===== src/rtl/down_counter_nbit_pkg.sv =====
// Shared encodings and defaults for the loadable down counter and its controller.
package counter_pkg;

  typedef enum logic [1:0] {
    S_IDLE  = 2'd0,
    S_COUNT = 2'd1,
    S_DONE  = 2'd2
  } state_t;

  localparam int CNT_W_DEF = 4;

endpackage


===== src/rtl/down_counter_nbit_if.sv =====
// Handshake/data bundle between a controller (master) and the down counter (slave).
interface down_counter_nbit_if
  import counter_pkg::*;
#(
  parameter int W = CNT_W_DEF
);

  logic         ldcnt;
  logic         en;
  logic         ack;
  logic [W-1:0] data;
  logic [W-1:0] cnt;
  logic         borrow;
  logic         busy;
  logic         done;
  logic         tc;

  modport master (
    output ldcnt, en, ack, data,
    input  cnt, borrow, busy, done, tc
  );

  modport slave (
    input  ldcnt, en, ack, data,
    output cnt, borrow, busy, done, tc
  );

endinterface


===== src/rtl/down_counter_nbit_ctrl.sv =====
// Control FSM for the down counter: issues load/dec/reload strobes and the tc pulse.
//   state   | meaning
//   S_IDLE  | waiting for ldcnt, cnt held
//   S_COUNT | decrementing on en, busy = 1
//   S_DONE  | count expired, done = 1 until ack or reload
module down_counter_ctrl
  import counter_pkg::*;
(
  input  logic clk,
  input  logic rst,
  input  logic ldcnt,
  input  logic en,
  input  logic ack,
  input  logic data_zero,
  input  logic cnt_le_one,
  input  logic reload_ok,
  output logic load,
  output logic dec,
  output logic reload,
  output logic busy,
  output logic done,
  output logic tc
);

  state_t state_q, state_d;
  logic   tc_q, tc_d;

  always_ff @(posedge clk) begin
    if (rst) begin
      state_q <= S_IDLE;
      tc_q    <= 1'b0;
    end else begin
      state_q <= state_d;
      tc_q    <= tc_d;
    end
  end

  always_comb begin
    state_d = state_q;
    load    = 1'b0;
    dec     = 1'b0;
    reload  = 1'b0;
    tc_d    = 1'b0;
    if (ldcnt) begin
      load = 1'b1;
      if (data_zero) begin
        state_d = S_DONE;
        tc_d    = 1'b1;
      end else begin
        state_d = S_COUNT;
      end
    end else begin
      case (state_q)
        S_IDLE: state_d = S_IDLE;
        S_COUNT: begin
          if (en) begin
            // reload_ok is only ever high in the auto-reload build
            if (cnt_le_one && reload_ok) begin
              reload = 1'b1;
              tc_d   = 1'b1;
            end else begin
              dec = 1'b1;
              if (cnt_le_one) begin
                state_d = S_DONE;
                tc_d    = 1'b1;
              end
            end
          end
        end
        S_DONE: begin
          if (ack) state_d = S_IDLE;
        end
        default: state_d = S_IDLE;
      endcase
    end
  end

  assign busy = (state_q == S_COUNT);
  assign done = (state_q == S_DONE);
  assign tc   = tc_q;

endmodule


===== src/rtl/down_counter_nbit.sv =====
// Loadable W-bit down counter with busy/done/ack handshake and terminal-count pulse.
// Build option DOWN_COUNTER_AUTO_RELOAD_EN turns it into a periodic tick generator.
module down_counter_nbit
  import counter_pkg::*;
#(
  parameter int W = CNT_W_DEF
) (
  input logic               clk,
  input logic               rst,
  down_counter_nbit_if.slave bus
);

  logic [W-1:0] cnt_q, cnt_d;
  logic [W-1:0] reload_val;
  logic         reload_ok;
  logic         load, dec, reload;
  logic         busy, done, tc;
  logic         cnt_zero, cnt_le_one;

`ifdef DOWN_COUNTER_AUTO_RELOAD_EN
  logic [W-1:0] reload_q, reload_d;

  always_comb begin
    reload_d = reload_q;
    if (bus.ldcnt) reload_d = bus.data;
  end

  always_ff @(posedge clk) begin
    if (rst) reload_q <= '0;
    else     reload_q <= reload_d;
  end

  assign reload_val = reload_q;
  assign reload_ok  = (reload_q != '0);
`else
  assign reload_val = '0;
  assign reload_ok  = 1'b0;
`endif

  assign cnt_zero   = (cnt_q == '0);
  assign cnt_le_one = (cnt_q <= {{(W-1){1'b0}}, 1'b1});

  down_counter_ctrl u_ctrl (
    .clk        (clk),
    .rst        (rst),
    .ldcnt      (bus.ldcnt),
    .en         (bus.en),
    .ack        (bus.ack),
    .data_zero  (bus.data == '0),
    .cnt_le_one (cnt_le_one),
    .reload_ok  (reload_ok),
    .load       (load),
    .dec        (dec),
    .reload     (reload),
    .busy       (busy),
    .done       (done),
    .tc         (tc)
  );

  // decrement saturates at zero so cnt can never wrap
  always_comb begin
    cnt_d = cnt_q;
    if (load)                   cnt_d = bus.data;
    else if (reload)            cnt_d = reload_val;
    else if (dec && !cnt_zero)  cnt_d = cnt_q - {{(W-1){1'b0}}, 1'b1};
  end

  always_ff @(posedge clk) begin
    if (rst) cnt_q <= '0;
    else     cnt_q <= cnt_d;
  end

  assign bus.cnt    = cnt_q;
  assign bus.borrow = cnt_zero;
  assign bus.busy   = busy;
  assign bus.done   = done;
  assign bus.tc     = tc;

endmodule


===== src/flat_wrapper.sv =====
// flat-port wrapper written by rule: the top's interface ports become plain ports
module down_counter_nbit_flat import counter_pkg::*;
#(
  parameter int W = CNT_W_DEF
)
  (clk, rst, bus_ldcnt, bus_en, bus_ack, bus_data, bus_cnt, bus_borrow, bus_busy, bus_done, bus_tc);
  down_counter_nbit_if #(.W(W)) bus_i ();
  input logic clk;
  input logic rst;
  input wire logic [$bits(bus_i.ldcnt)-1:0] bus_ldcnt;
  input wire logic [$bits(bus_i.en)-1:0] bus_en;
  input wire logic [$bits(bus_i.ack)-1:0] bus_ack;
  input wire logic [$bits(bus_i.data)-1:0] bus_data;
  output wire logic [$bits(bus_i.cnt)-1:0] bus_cnt;
  output wire logic [$bits(bus_i.borrow)-1:0] bus_borrow;
  output wire logic [$bits(bus_i.busy)-1:0] bus_busy;
  output wire logic [$bits(bus_i.done)-1:0] bus_done;
  output wire logic [$bits(bus_i.tc)-1:0] bus_tc;
  assign bus_i.ldcnt = bus_ldcnt;
  assign bus_i.en = bus_en;
  assign bus_i.ack = bus_ack;
  assign bus_i.data = bus_data;
  assign bus_cnt = bus_i.cnt;
  assign bus_borrow = bus_i.borrow;
  assign bus_busy = bus_i.busy;
  assign bus_done = bus_i.done;
  assign bus_tc = bus_i.tc;
  down_counter_nbit #(.W(W)) u_core (.clk(clk), .rst(rst), .bus(bus_i));
endmodule

===== config.mk =====
export PLATFORM = sky130hd
export DESIGN_NAME = down_counter_nbit_flat
export DESIGN_NICKNAME = d
export VERILOG_FILES = /design/src/rtl/down_counter_nbit_pkg.sv /design/src/rtl/down_counter_nbit_if.sv /design/src/rtl/down_counter_nbit_ctrl.sv /design/src/rtl/down_counter_nbit.sv /design/src/flat_wrapper.sv
export SDC_FILE = /design/constraint.sdc
export NUM_CORES = 1
export LEC_CHECK = 0
export CAP_MARGIN = 20
export CELL_PAD_IN_SITES_DETAIL_PLACEMENT = 0
export CELL_PAD_IN_SITES_GLOBAL_PLACEMENT = 1
export CORE_AREA = 2 2 41 43
export DETAILED_ROUTE_END_ITERATION = 16
export DIE_AREA = 0 0 43 45
export PLACE_DENSITY_LB_ADDON = 0.05
export SLEW_MARGIN = 30
export SYNTH_ARGS = -nofsm -noshare
export SYNTH_HDL_FRONTEND = slang
export SYNTH_SLANG_ARGS = --single-unit
export TNS_END_PERCENT = 30

===== constraint.sdc =====
create_clock -name clk -period 2.6 [get_ports clk]
set_clock_uncertainty 0.1 [all_clocks]
set_input_delay 0.52 -clock clk [delete_from_list [all_inputs] [get_ports clk]]
set_output_delay 0.52 -clock clk [all_outputs]
set_load 0.02 [all_outputs]

Yosys cells after proc, flatten, opt, wreduce, memory -nomap -nowiden:

Index checks and enable logic that the tools add are counted.

* register bits: 7
* bits of input ports: 9
* output and inout port bits: 8
* word-level logic and storage cells: 33

* add/sub/neg operators: 1
* magnitude comparators: 1
* eq/ne operators: 5
* mux-type cells: 17
* reductions and logical operators: 6

Operators with widths (number)
* 2-bit 2-to-1 mux: 5
* 1-bit 2-to-1 mux: 9
* 4-bit zero test: 2
* 4-bit 2-to-1 mux: 2
* 3-bit inequality test, second input constant: 2
* 4-bit by 1-bit less-or-equal comparator with 1-bit output, second input constant: 1
* 2-bit case mux with 2 select lines: 1
* 4-bit by 1-bit subtractor with 4-bit output, second input constant: 1
* 3-bit by 2-bit inequality test with 1-bit output, second input constant: 1
* 3-bit AND reduction: 1
* 2-bit by 1-bit == test with 1-bit output, second input constant: 1
* 2-bit == test, second input constant: 1
* 2-bit nonzero test: 1
* 1-bit logical AND: 1
* 1-bit zero test: 1

Logic depth before layout (Yosys ltp):

* depth after elaboration: 6
* depth in mapped cells: 5
* gate-level depth less buffers: 5

Hierarchy:

From an unflattened synthesis, not the netlist that was laid out.

* cell total of the unflattened synthesis: 57
* area total of the unflattened synthesis: 479.2 um2

By module, submodules not included
* down_counter_nbit: times used 1, cells an instance 38, area an instance 312.8 um2, seq. area each 80.1 um2
* down_counter_ctrl: times used 1, cells an instance 19, area an instance 166.4 um2, seq. area each 60.1 um2

Worst setup path after synthesis:

OpenSTA, ideal clock, no wires.

* kind: register -> register
* start: reg u_core.cnt_q[0] (netlist: u_core.bus.cnt[0])
* end: reg u_core.cnt_q[3] (netlist: u_core.bus.cnt[3])
* setup time: 91 ps
* data arrival time: 1702 ps
* data required time: 2409 ps
* setup slack: 707 ps
* stages on the path, launching flop included: 6
* buffers on the path: 0
* period minus slack after synthesis: 1893 ps
* path through: dfxtp_1 inv_1 ha_1 nor3b_2 or4_1 a311oi_1

* longest elaborated chain between the ends: 4
* elaborated cells between the ends (all ways): 7
* those cells by class: add/sub (1); mux (2); reduce/logical (4)

RTL lines
* start: declaration: line down_counter_nbit.sv:13 `logic [W-1:0] cnt_q, cnt_d;`
* start signal: assignment: line down_counter_nbit.sv:70 `else cnt_q <= cnt_d;`
* 4-bit zero test: line down_counter_nbit.sv:40 `assign cnt_zero = (cnt_q == '0);`
* named net bus_borrow: line flat_wrapper.sv:15 `output wire logic [$bits(bus_i.borrow)-1:0] bus_borrow;`
* 1-bit zero test: line down_counter_nbit.sv:65 `else if (dec && !cnt_zero) cnt_d = cnt_q - {{(W-1){1'b0}}, 1'b1};`
* 1-bit logical AND: line down_counter_nbit.sv:65
* 2-bit nonzero test (no source line)

The timed path passes the listed nets, and every way through them passes these cells. The select of a mux whose other input is x is not followed.
A chain may end at the register's enable or synchronous reset.

Final worst setup path:

* start: reg u_core.cnt_q[1] (netlist: u_core.bus.cnt[1])
* end: out bus_borrow

* longest elaborated chain between the ends: 1

RTL lines (line)
* 4-bit zero test: down_counter_nbit.sv:40
* end: declaration: flat_wrapper.sv:15

No other way between the ends.

==> flow_summary.toml <==
[floorplan]
start_util_pct = 30.19
die_x_um = 43
die_h_um = 45
num_io_pins = 17
row_count = 14
core-area_um2 = 1471
die_area_um2 = 1935

[sta]
worst_pin_slew_ns = 0.3793
period_minus_slack_ns = 2.422
final.period_utilization_pct = 93.14
finalSetupViolations = 0
slew_violations = 0
rsz0062_at_grt = "no"
timing.fmax_ghz = 0.4129
tns_ns = 0
slew_headroom_pct = 74.36
hold_viol = 0

[route]
routed_wirelength_um = 1144
drc = 0
drtIter0Drc = 12
vias_per_cell = 5.364
via_count = 472
dr.pass1.iters = 4
ant_nets = 0
wl_per_cell_um = 13.00

[worst_setup_path]
cp-end-kind = "output port"
ff2ff_path_depth = 5
cpPeakStageDelay_ns = 0.68
critical-path-slowest-cell = "clkdlybuf4s50_1"
r2r_end = "u_core.bus.cnt[3]"
r2r-start = "u_core.bus.cnt[1]"
path_cells = "inv_1, ha_1, nor3b_2, clkdlybuf4s50_1"
crit_fanout = 7
regToRegSetupSlack_ns = 0.89
cp.required_ns = 1.98
critPathKind = "register to output port"
arrival_ns = 1.80
crit_path_start_kind = "register"

[power]
p_leak_nw = 0.2355
p_per_area_nw_per_um2 = 478.1
irDropWorstVdd_mv = 0.1863
finalPower_mw = 0.3111

[clock_network]
htree_levels = 1
clock_path_buffers = 2
hold_buffers = 0
cts_inserted_buffers = 3
cts_sinks = 7
path_clk_slew_ns = 0.06
cts_tree = "yes"
cts_resized = 0
postCtsSetupRepairBufs = 0
clock_latency_ns = 0.26
clock-root-buffer = "clkbuf_4"

[flow_run]
drv_cap = 0

[grt]
grt_util_all_layers_pct = 14.39
grt.overflow.total = 0
grt_first_pass_wirelength_um = 1952
grt_start_max_net_pins = 10
grt_pass1_vias = 477
antenna_found_initial = 0

[placed_design]
gp_congestion = 0.6713
place_hpwl_um = 900.1
port_buffers = 16
place_area_um2 = 624.3

[synthesis]
ys_ff_latch = 7
synth_fp_nets = 65
netlist_instances = 53
synth_area_um2 = 444.2
seq_area_frac_synth_pct = 31.55
postSynthAreaPerCell_um2 = 8.381
synthDistinctLibCells = 23
yosysWarnings = 0

[hold_path]
worst_hold_path_type = "register to register"
min_path_cells = 2
hp-start = "u_core.bus.cnt[3]"
hold_path_end = "u_core.bus.cnt[3]"

[final_layout]
area_growth_pct = 46.48
nets = 85
drive_gt1_share_pct = 6.944
diodes = 0
num-fill-cells = 159
stdcell_area_um2 = 650.6

[status]
status = "completed"
-- final cells by class --
class / count / area (µm²) / area share (%)
Multi-Input combinational cell: 39 / 277.8 / 42.69
Inverter: 5 / 18.77 / 2.885
Clock buffer: 4 / 26.28 / 4.038
Sequential cell: 7 / 140.1 / 21.54
Tap cell: 16 / 20.02 / 3.077
Timing Repair Buffer: 17 / 167.7 / 25.77
-- worst max-delay path by stage --
stage,slack [ns],depth (start not counted),startpoint,to
after global placement,0.37,4,bus_en,u_core.bus.cnt[3]
final,0.18,4,u_core.bus.cnt[1],bus_borrow
after detailed placement,0.39,4,bus_en,u_core.bus.cnt[3]
after floorplan,0.71,5,u_core.bus.cnt[0],u_core.bus.cnt[3]
after global routing,0.06,4,u_core.bus.cnt[1],bus_borrow
after CTS,0.17,4,u_core.bus.cnt[1],bus_borrow
-- per-layer routing --
layer | GRT usage (%) | vias up | wire length [µm]
met4 | 9.091 | 0 | 27
met3 | 5.200 | 4 | 79
li1 | - | 237 | -
met5 | 0 | - | 0
met2 | 24.24 | 16 | 545
met1 | 15.44 | 215 | 492
-- worst max-delay path: cells and delay by family, from the launching register on --
kind,cells,cell delay (ns)
fa+ha+maj,1,0.13
buf+inv,2,0.77
flops,1,0.32
simple gates,1,0.32
-- Yosys cell counts --
| library cell | count | area share, % |
|---|---|---|
| a311oi_1 | 3 | 5.9 |
| dfxtp_1 | 7 | 32 |
| nor3b_2 | 1 | 2.8 |
| or4_1 | 3 | 5.1 |
| a211oi_1 | 1 | 1.7 |
| buf_1 | 1 | 0.84 |
| a21oi_1 | 1 | 1.1 |
| inv_1 | 5 | 4.2 |
| o41ai_1 | 1 | 2.0 |
| o21ai_0 | 4 | 4.5 |
| nor4b_1 | 1 | 2.0 |
| nand2_1 | 1 | 0.84 |
| clkbuf_1 | 1 | 0.84 |
| nand3b_1 | 2 | 3.4 |
| ha_1 | 3 | 8.5 |
| or3_1 | 3 | 4.2 |
| a221oi_1 | 1 | 2.0 |
| nor2b_1 | 2 | 2.8 |
| nor2_1 | 6 | 5.1 |
| nor3b_1 | 2 | 3.4 |
| or2_0 | 1 | 1.4 |
| nand4b_1 | 2 | 3.9 |
| o311ai_0 | 1 | 2.0 |
-- report_power, final --
group          switching [mW]  leakage [nW]  total (mW)  internal [mW]
clock network          0.0456        0.0150       0.104         0.0589
logic                  0.0416         0.163      0.0846         0.0430
registers             0.00765        0.0579       0.122          0.114
total                  0.0948         0.236       0.311          0.216
-- logic make-up (layout without fill, tap and decap cells) --
kind of cell | Yosys count | after routing | share of synthesized area (%)
flip-flops | 7 | 7 | 31.55
AND/OR/NAND/NOR | 24 | 24 | 34.93
buffers and inverters | 7 | 26 | 5.914
adder cells (fa/ha/maj) | 3 | 3 | 8.452
AO/OA/AOI/OAI | 12 | 12 | 19.16
-- placed cells by master (no fill, tap or decap) --
| cell type | n |
|---|---|
| nand2_1 | 1 |
| inv_1 | 5 |
| nor3b_1 | 2 |
| a211oi_1 | 1 |
| nor2b_1 | 2 |
| or4_1 | 3 |
| or3_1 | 3 |
| o311ai_0 | 1 |
| nand4b_1 | 2 |
| nor4b_1 | 1 |
| a311oi_1 | 3 |
| a21oi_1 | 1 |
| nor2_1 | 6 |
| buf_4 | 1 |
| or2_0 | 1 |
| ha_1 | 3 |
| clkbuf_4 | 3 |
| dfxtp_1 | 7 |
| a221oi_1 | 1 |
| o21ai_0 | 4 |
| o41ai_1 | 1 |
| clkdlybuf4s50_1 | 16 |
| nor3b_2 | 1 |
| clkbuf_1 | 1 |
| nand3b_1 | 2 |
-- flip-flops by register name (all words and copies together) (netlist names) --
| register | flops |
|---|---|
| u_core.bus.cnt | 4 |
| u_core.u_ctrl.state_q | 2 |
| u_core.u_ctrl.tc | 1 |
-- metrics by stage --
step	worst slack [ns]	std cells	hold slack, ns	util [%]
6_report	0.1784	88	0.4876	44.22
5_1_grt	0.06031	88	0.5301	44.22
4_1_cts	0.1673	88	0.4880	44.22
3_5_place_dp	0.3895	84	0.4766	42.43
3_3_place_gp	0.3740	84	0.4756	42.43
2_1_floorplan	0.7066	53	0.4592	-
Power figures use the tool's default switching activity.
